`config.mk`:
```
export PLATFORM = sky130hd
export DESIGN_NAME = alu_instr_encoder_flat
export DESIGN_NICKNAME = d
export VERILOG_FILES = /design/src/rtl/alu_instr_encoder_if.sv /design/src/rtl/alu_instr_encoder.sv /design/src/flat_wrapper.sv
export SDC_FILE = /design/constraint.sdc
export NUM_CORES = 1
export LEC_CHECK = 0
export BUFFER_PORTS_ARGS = -buffer_cell sky130_fd_sc_hd__buf_2
export CORE_UTILIZATION = 40
export CTS_CLUSTER_DIAMETER = 120
export CTS_CLUSTER_SIZE = 24
export DETAILED_ROUTE_END_ITERATION = 10
export PLACE_DENSITY = 0.7
export SLEW_MARGIN = 20
export SYNTH_ARGS = -nofsm -noshare
export SYNTH_HDL_FRONTEND = slang
export SYNTH_SLANG_ARGS = --single-unit
```
`constraint.sdc`:
```
create_clock -name clk -period 2.3 [get_ports clk]
set_input_delay 0.46 -clock clk [delete_from_list [all_inputs] [get_ports clk]]
set_output_delay 0.46 -clock clk [all_outputs]
set_load 0.01 [all_outputs]
```
`src/rtl/alu_instr_encoder_if.sv`:
```
// Bus between a test-program loader and the ALU instruction encoder.
// Carries the command handshake and the imem write port with its status outputs.
//   master : loader side, drives command fields, observes write port and status
//   slave  : encoder side, consumes commands, drives write port and status
interface alu_instr_encoder_if #(
    parameter int ADDR_W = 6
);
    logic              cmd_valid;
    logic              cmd_ready;
    logic [2:0]        alu_ctrl;
    logic              is_imm;
    logic [4:0]        rd;
    logic [4:0]        rs1;
    logic [4:0]        rs2;
    logic [11:0]       imm;
    logic              seal;
    logic              clear;
    logic              imem_we;
    logic [ADDR_W-1:0] imem_addr;
    logic [31:0]       imem_wdata;
    logic [ADDR_W-1:0] wr_count;
    logic              full;
    logic              sealed;
    logic              cmd_err;
    logic [7:0]        err_cnt;

    modport master (
        output cmd_valid, alu_ctrl, is_imm, rd, rs1, rs2, imm, seal, clear,
        input  cmd_ready, imem_we, imem_addr, imem_wdata, wr_count, full,
               sealed, cmd_err, err_cnt
    );

    modport slave (
        input  cmd_valid, alu_ctrl, is_imm, rd, rs1, rs2, imm, seal, clear,
        output cmd_ready, imem_we, imem_addr, imem_wdata, wr_count, full,
               sealed, cmd_err, err_cnt
    );
endinterface

```
`src/rtl/alu_instr_encoder.sv`:
```
// ALU instruction encoder: converts ALU operation requests into RV32I R-type /
// I-type instruction words and writes them sequentially into imem. A seal
// command appends a halt loop (beq x0,x0,0) and parks the encoder.
// Ports:
//   clk   : clock, all state on rising edge
//   reset : asynchronous active-high reset
//   bus   : slave side of alu_instr_encoder_if (command handshake, seal/clear,
//           imem write strobe/address/data, wr_count, full, sealed, cmd_err, err_cnt)
module alu_instr_encoder #(
    parameter int ADDR_W = 6
) (
    input logic                 clk,
    input logic                 reset,
    alu_instr_encoder_if.slave  bus
);
    localparam logic [31:0] HALT_WORD = 32'h0000_0063;
    localparam logic [6:0]  OP_R      = 7'b0110011;
    localparam logic [6:0]  OP_I      = 7'b0010011;

    typedef enum logic [1:0] {IDLE, WRITE, HALT_WR, SEALED} state_t;

    state_t            state;
    logic [ADDR_W-1:0] wr_ptr;
    logic              full;
    logic              accept;
    logic              encodable;
    logic [2:0]        f3;
    logic [6:0]        f7;
    logic [31:0]       word;

    function automatic logic [7:0] sat_inc8(input logic [7:0] v);
        return (v == 8'hFF) ? v : v + 8'd1;
    endfunction

    // Decode ALUControl into funct fields; SUB has no immediate form.
    always_comb begin
        f3        = 3'b000;
        f7        = 7'b0000000;
        encodable = 1'b1;
        case (bus.alu_ctrl)
            3'b000: f3 = 3'b000;
            3'b001: begin
                f3        = 3'b000;
                f7        = 7'b0100000;
                encodable = !bus.is_imm;
            end
            3'b010: f3 = 3'b111;
            3'b011: f3 = 3'b110;
            3'b101: f3 = 3'b010;
            default: encodable = 1'b0;
        endcase
        word = bus.is_imm ? {bus.imm, bus.rs1, f3, bus.rd, OP_I}
                          : {f7, bus.rs2, bus.rs1, f3, bus.rd, OP_R};
    end

    // Last slot is reserved for the halt word.
    assign full          = (wr_ptr == {ADDR_W{1'b1}});
    assign bus.cmd_ready = (state == IDLE) && !full && !bus.clear;
    assign accept        = bus.cmd_valid && bus.cmd_ready;
    // Combinational strobe so clear aborts an in-flight write and reset drops it at once.
    assign bus.imem_we   = ((state == WRITE) || (state == HALT_WR)) && !bus.clear;
    assign bus.sealed    = (state == SEALED);
    assign bus.full      = full;
    assign bus.wr_count  = wr_ptr;

    always_ff @(posedge clk or posedge reset) begin
        if (reset) begin
            state          <= IDLE;
            wr_ptr         <= '0;
            bus.err_cnt    <= '0;
            bus.cmd_err    <= 1'b0;
            bus.imem_addr  <= '0;
            bus.imem_wdata <= '0;
        end else begin
            bus.cmd_err <= 1'b0;
            if (bus.clear) begin
                state       <= IDLE;
                wr_ptr      <= '0;
                bus.err_cnt <= '0;
            end else begin
                case (state)
                    IDLE: begin
                        if (accept) begin
                            if (encodable) begin
                                bus.imem_addr  <= wr_ptr;
                                bus.imem_wdata <= word;
                                state          <= WRITE;
                            end else begin
                                bus.cmd_err <= 1'b1;
                                bus.err_cnt <= sat_inc8(bus.err_cnt);
                            end
                        end else if (bus.seal) begin
                            bus.imem_addr  <= wr_ptr;
                            bus.imem_wdata <= HALT_WORD;
                            state          <= HALT_WR;
                        end
                    end
                    WRITE: begin
                        wr_ptr <= wr_ptr + 1'b1;
                        state  <= IDLE;
                    end
                    HALT_WR: begin
                        // Sealing from the last slot leaves the pointer there instead of wrapping.
                        if (!full) wr_ptr <= wr_ptr + 1'b1;
                        state <= SEALED;
                    end
                    SEALED: state <= SEALED;
                    default: state <= IDLE;
                endcase
            end
        end
    end
endmodule

```
`src/flat_wrapper.sv`:
```
// flat-port wrapper written by rule: the top's interface ports become plain ports
module alu_instr_encoder_flat 
#(
    parameter int ADDR_W = 6
)
  (clk, reset, bus_cmd_valid, bus_alu_ctrl, bus_is_imm, bus_rd, bus_rs1, bus_rs2, bus_imm, bus_seal, bus_clear, bus_cmd_ready, bus_imem_we, bus_imem_addr, bus_imem_wdata, bus_wr_count, bus_full, bus_sealed, bus_cmd_err, bus_err_cnt);
  alu_instr_encoder_if #(.ADDR_W(ADDR_W)) bus_i ();
  input logic clk;
  input logic reset;
  input wire logic [$bits(bus_i.cmd_valid)-1:0] bus_cmd_valid;
  input wire logic [$bits(bus_i.alu_ctrl)-1:0] bus_alu_ctrl;
  input wire logic [$bits(bus_i.is_imm)-1:0] bus_is_imm;
  input wire logic [$bits(bus_i.rd)-1:0] bus_rd;
  input wire logic [$bits(bus_i.rs1)-1:0] bus_rs1;
  input wire logic [$bits(bus_i.rs2)-1:0] bus_rs2;
  input wire logic [$bits(bus_i.imm)-1:0] bus_imm;
  input wire logic [$bits(bus_i.seal)-1:0] bus_seal;
  input wire logic [$bits(bus_i.clear)-1:0] bus_clear;
  output wire logic [$bits(bus_i.cmd_ready)-1:0] bus_cmd_ready;
  output wire logic [$bits(bus_i.imem_we)-1:0] bus_imem_we;
  output wire logic [$bits(bus_i.imem_addr)-1:0] bus_imem_addr;
  output wire logic [$bits(bus_i.imem_wdata)-1:0] bus_imem_wdata;
  output wire logic [$bits(bus_i.wr_count)-1:0] bus_wr_count;
  output wire logic [$bits(bus_i.full)-1:0] bus_full;
  output wire logic [$bits(bus_i.sealed)-1:0] bus_sealed;
  output wire logic [$bits(bus_i.cmd_err)-1:0] bus_cmd_err;
  output wire logic [$bits(bus_i.err_cnt)-1:0] bus_err_cnt;
  assign bus_i.cmd_valid = bus_cmd_valid;
  assign bus_i.alu_ctrl = bus_alu_ctrl;
  assign bus_i.is_imm = bus_is_imm;
  assign bus_i.rd = bus_rd;
  assign bus_i.rs1 = bus_rs1;
  assign bus_i.rs2 = bus_rs2;
  assign bus_i.imm = bus_imm;
  assign bus_i.seal = bus_seal;
  assign bus_i.clear = bus_clear;
  assign bus_cmd_ready = bus_i.cmd_ready;
  assign bus_imem_we = bus_i.imem_we;
  assign bus_imem_addr = bus_i.imem_addr;
  assign bus_imem_wdata = bus_i.imem_wdata;
  assign bus_wr_count = bus_i.wr_count;
  assign bus_full = bus_i.full;
  assign bus_sealed = bus_i.sealed;
  assign bus_cmd_err = bus_i.cmd_err;
  assign bus_err_cnt = bus_i.err_cnt;
  alu_instr_encoder #(.ADDR_W(ADDR_W)) u_core (.clk(clk), .reset(reset), .bus(bus_i));
endmodule
```
==> run metrics, run 1 <==
run status finished clean; RSZ-0062 raised after global routing no; Max Fanout on Critical Path 27; Max Slew Vio Count 0; Post-Syn Area per Cell 11.88 sq um; crit-path max cell delay 0.45 ns; family with the most delay on the worst path compound AO/OA/AOI/OAI gates; max cap viols 0; P_int 2.015 mW; slowest CP cell mux2i_4; PwrDens 951.1 nW/um^2; hold_buf cts 0; CP Data Required Time 2.55 ns; number of CTS-inserted buffers 5; final net count 348; register area share after synthesis 51.90%; synthesis-stage register bit count 52; Final Setup Violations 0; Net Switching 1.008 mW; depth of the CTS H-tree 2; Post CTS Setup Buffer Count 0; full die area 6589 sq um; hpwl dp 4.029 mm; Mapped Cells around 210; Initial Utilization roughly two fifths; pin count of the biggest net entering global routing 36; Core Region around 6000 sq um; period utilization 93.23%; DR vias roughly 2,000; Clk pwr share between 20 and 25%; grt ovf 0; commonest non-fill, non-tap cells in the layout 90 x buf_2, 52 x dfrtp_1, 17 x a22o_1; Area growth syn-to-layout 26.75%; worst vdd ir between 0.0004 and 0.0005 V; initial antenna violation count 0; Netlist Area Pre-Place between 2000 and 3000 sq um; Routed WL 5.547 mm; CTS tree built; switching share of power around 33%; Reg power frac about 43%; global-route wire length before repair between 8 and 9 mm; drt initial violations between 70 and 80; Primary FF master, synth dfrtp_1; Post-synth EDFFs 0; Hold Slack roughly 0.13 ns; I/O pin cnt 93; Routability Congestion 0.8266; CP startpoint kind flop; Worst Skew 0.006347 ns; final hold violations 0; CTS root buffer clkbuf_8; Vias/cell 5.281; Buffers & Inverters on Critical Path 1; Async S/R FF share, synth 100.0%; WL/cell 14.56 um; vias in the first global route 1,799; ant diodes 0; Clock Path Buffers 2; Final ANT Viol Nets 0; IO Port Bufs 90; Leakage 1.678 nW; commonest non-fill, non-tap cell in the layout buf_2; final setup TNS 0 ns; Max Clock Freq 466.4 MHz; Crit Path Class reg -> reg; CP Capture Type flop; Clk Latency, worst-skew pair about 0.30 ns; CTS resizes 0; die height 81.18 um; sinks on the clock net 52; Final min period 2.144 ns; DRC 0; number of unique standard cell types used by synthesis 51; Die X 81.18 um; worst path cell trace ha_1, nand3_2, o21ai_2, mux2i_4, buf_4, a22o_1; HP Class in -> async; Clock transition at path regs approximately 0.09 ns; share of cells above drive strength 1 roughly 42%; GRT Util Overall 17.21%; CP arrival 2.39 ns; DRT Pass-1 Iters 4; Rows 28; Gate power share between 30% and 40%; Ys Warns 0
-- metrics by stage --
step / worst slack, ns / cells / cell area [sq um] / util (%) / power, mW
floorplan: 0.3465 / 212 / 2511 / - / 1.984
global placement: 0.2448 / 373 / 3057 / 51.02 / 2.355
detailed placement: 0.1791 / 373 / 3057 / 51.02 / 2.385
CTS: 0.1457 / 381 / 3178 / 53.05 / 3.059
global route: 0.01773 / 381 / 3178 / 53.05 / 3.227
finish: 0.1558 / 381 / 3178 / 53.05 / 3.023
-- cell type report --
type | count | area (sq um)
Clock buffer | 6 | 82.58
Tap cell | 75 | 93.84
Multi-Input combinational cell | 140 | 1109
Sequential cell | 52 | 1301
Inverter | 8 | 30.03
Clock inverter | 2 | 38.79
Fill cell | 540 | 2813
Timing Repair Buffer | 98 | 523.0
-- Yosys cell counts (3+ instances only) --
cell,n,area [sq um]
buf_2,5,25.02
a21o_1,3,22.52
and2_1,3,18.77
inv_1,8,30.03
nand3_1,4,20.02
or3_1,3,18.77
buf_4,3,22.52
dfrtp_1,52,1301
nand2b_1,6,37.54
nor2b_1,5,31.28
mux2_2,14,157.7
o21ai_0,3,15.01
ha_1,7,87.58
a21oi_1,7,35.03
a22o_1,17,148.9
a32o_1,6,60.06
nand2_1,6,22.52
mux2i_1,5,50.05
nor2_1,13,48.80
-- kinds of logic (layout without fill, tap and decap cells) --
logic type | count (synthesis) | count (layout) | synth area share, %
AND/OR/NAND/NOR | 55 | 55 | 12.58
AO/OA/AOI/OAI | 53 | 53 | 17.36
flip-flops | 52 | 52 | 51.90
multiplexers | 21 | 21 | 9.780
buffers and inverters | 20 | 114 | 4.042
adder cells (fa/ha/maj) | 7 | 7 | 3.493
XOR/XNOR | 2 | 2 | 0.6987
other | 1 | 2 | 0.1496
-- state kept, by name (all words and copies together) (netlist names) --
signal	flops
u_core.state	2
u_core.bus.wr_count	6
u_core.bus.imem_addr	6
u_core.bus.imem_wdata	29
u_core.bus.err_cnt	8
u_core.bus.cmd_err	1
-- per-layer routing --
layer | global-route usage [%] | vias up | routed length [um]
li1 | - | 962 | -
met5 | 0 | - | 0
met2 | 26.39 | 73 | 2514
met4 | 7.679 | 0 | 40
met3 | 4.831 | 2 | 407
met1 | 22.51 | 975 | 2585
-- worst reg2reg max path: stages, from the launching register on --
cell	delay (ns)
dfrtp_1	0.42
ha_1	0.22
nand3_2	0.16
o21ai_2	0.26
mux2i_4	0.45
buf_4	0.37
a22o_1	0.20
-- power groups by stage --
stage / sequential [mW] / combinational, mW / clock, mW
after CTS: 1.30 / 1.08 / 0.679
after detailed placement: 1.31 / 1.07 / 0
after floorplan: 1.42 / 0.568 / 0
after global routing: 1.33 / 1.19 / 0.712
final: 1.29 / 1.07 / 0.660
after global placement: 1.31 / 1.05 / 0
-- path summary, 6_finish.rpt --
kind / end / slack, ns / from / cells past startpoint
min in group clk: u_core.bus.imem_wdata[12] / 0.34 / bus_alu_ctrl[0] / 2
min reg2reg: u_core.bus.imem_wdata[4] / 0.48 / u_core.bus.imem_wdata[4] / 1
max: u_core.bus.imem_wdata[24] / 0.16 / u_core.bus.wr_count[0] / 6
max reg2reg: u_core.bus.imem_wdata[24] / 0.16 / u_core.bus.wr_count[0] / 6
max in group asynchronous: u_core.bus.imem_wdata[6] / 1.66 / reset / 3
min: u_core.bus.imem_wdata[22] / 0.13 / reset / 2
Note: power is estimated with default switching activity, not from simulation.
==> run 2: changes to the inputs <==
--- a/config.mk
+++ b/config.mk
@@ -10,6 +10,7 @@
 export CTS_CLUSTER_DIAMETER = 120
 export CTS_CLUSTER_SIZE = 24
 export DETAILED_ROUTE_END_ITERATION = 10
+export MAX_ROUTING_LAYER = met4
 export PLACE_DENSITY = 0.7
 export SLEW_MARGIN = 20
 export SYNTH_ARGS = -nofsm -noshare
==> run metrics, run 2 (synthesized netlist as in run 1, its figures left out) <==
DR vias 2,012 (unchanged); family with the most delay on the worst path compound AO/OA/AOI/OAI gates; max cap viols 0 (unchanged); commonest non-fill, non-tap cells in the layout 90 x buf_2, 52 x dfrtp_1, 17 x a22o_1; worst path cell trace ha_1, nand3_2, o21ai_2, mux2i_4, buf_4, a22o_1; final std cells w/o fill 381 (unchanged); CTS tree built; Clock transition at path regs 0.09 ns (about the same); initial antenna violation count 0 (unchanged); Max Slew Vio Count 0 (unchanged); DRT Pass-1 Iters 4 (unchanged); grt ovf 0 (unchanged); Rows 28 (unchanged); Max Clock Freq 466.4 MHz (about the same); fin area 3178 sq um (unchanged); Vias/cell 5.281 (unchanged); slowest CP cell mux2i_4; share of cells above drive strength 1 42.48% (unchanged); Hold Slack 0.1314 ns (-0.000004000 ns); RSZ-0062 raised after global routing no; hold_buf cts 0 (unchanged); Crit Path Class reg -> reg; slack of the critical path 0.1558 ns (+0.000001000 ns); Worst Skew 0.006348 ns (+0.0000007200 ns); Filler Cell Count 540 (unchanged); full die area 6589 sq um (unchanged); reg2reg path depth 6 (unchanged); Final Setup Violations 0 (unchanged); sinks on the clock net 52 (unchanged); Clock Path Buffers 2 (unchanged); Final ANT Viol Nets 0 (unchanged); vias in the first global route 1,799 (unchanged); largest register by flop count u_core.bus.imem_wdata; CTS resizes 0 (unchanged); I/O pin cnt 93 (unchanged); Post CTS Setup Buffer Count 0 (unchanged); number of flip-flops in the largest register 29 (unchanged); CP arrival 2.39 ns (about the same); CP Data Required Time 2.55 ns (about the same); dpl cells 373 (unchanged); Max Fanout on Critical Path 27 (unchanged); Core Region 5991 sq um (unchanged); pin count of the biggest net entering global routing 36 (unchanged); CTS root buffer clkbuf_8; crit-path max cell delay 0.45 ns (about the same); PwrDens 951.1 nW/um^2 (about the same); post-placement setup slack 0.1791 ns (unchanged); die height 81.18 um (unchanged); final hold violations 0 (unchanged); Buffers & Inverters on Critical Path 1 (unchanged); hpwl dp 4.029 mm (unchanged); Routed WL 5.547 mm (unchanged); Die X 81.18 um (unchanged); R2R Setup Slk 0.16 ns (about the same); DRC 0 (unchanged); commonest non-fill, non-tap cell in the layout buf_2; worst vdd ir 0.0004350 V (unchanged); HP Class in -> async; period utilization 93.23% (about the same); Critical R2R Launch u_core.bus.wr_count[0]; IO Port Bufs 90 (unchanged); final net count 348 (unchanged); Routability Congestion 0.8392 (+1.5%); global-route wire length before repair 8.707 mm (unchanged); Area growth syn-to-layout 26.75% (unchanged); Placed Instance Area 3057 sq um (unchanged); run status finished clean; Final min period 2.144 ns (-0.000001000 ns); Clk Latency, worst-skew pair 0.30 ns (about the same); WL/cell 14.56 um (unchanged); number of CTS-inserted buffers 5 (unchanged); CP Capture Type flop; Top Registers u_core.bus.imem_wdata: 29 flops, u_core.bus.err_cnt: 8 flops; ant diodes 0 (unchanged); Leakage 1.678 nW (unchanged); final setup TNS 0 ns (unchanged); RR Endpoint u_core.bus.imem_wdata[24]; depth of the CTS H-tree 2 (unchanged); Initial Utilization 41.85% (unchanged); GRT Util Overall 17.72% (+0.51 points); CP startpoint kind flop; drt initial violations 72 (unchanged)
[run 2: cell counts in the layout (fill, tap and decap cells not counted)]
Identical to the previous run, type by type.
[run 2: layout make-up]
class | instances | area [sq um] | share of cell area, %
clock buffer | 6 | 82.58 | 2.598
clock inverter | 2 | 38.79 | 1.220
inverter | 8 | 30.03 | 0.9449
multi-input combinational | 140 | 1109 | 34.88
sequential | 52 | 1301 | 40.94
tap | 75 | 93.84 | 2.953
timing repair buffer | 98 | 523.0 | 16.46
[run 2: where the power goes]
part / internal, mW / leakage (nW) / switching (mW)
Clock: 0.356 / 0.0614 / 0.304
Sequential: 1.15 / 0.688 / 0.141
Combinational: 0.505 / 0.929 / 0.563
[run 2: how the worst max path moves through the flow]
stage	to	cells past startpoint	start	slack [ns]
after floorplan	u_core.bus.imem_addr[5]	6	u_core.bus.wr_count[0]	0.35
after global placement	u_core.bus.imem_wdata[23]	6	u_core.bus.wr_count[0]	0.24
after detailed placement	u_core.bus.imem_wdata[24]	6	u_core.bus.wr_count[0]	0.18
after CTS	u_core.bus.imem_wdata[24]	6	u_core.bus.wr_count[0]	0.15
after global routing	u_core.bus.imem_wdata[24]	6	u_core.bus.wr_count[0]	0.02
final	u_core.bus.imem_wdata[24]	6	u_core.bus.wr_count[0]	0.16
[run 2: routing by layer]
layer / GRT usage [%] / vias to the layer above / routed length (um)
li1: - / 962 / -
met1: 22.51 / 975 / 2585
met2: 26.39 / 73 / 2514
met3: 4.831 / 2 / 407
met4: 7.679 / 0 / 40
met5: - / - / 0
[run 2: stage by stage]
stage | total power, mW | utilization, %
2_1_floorplan | 1.984 | -
3_3_place_gp | 2.355 | 51.02
3_5_place_dp | 2.385 | 51.02
4_1_cts | 3.059 | 53.05
5_1_grt | 3.227 | 53.05
6_report | 3.023 | 53.05
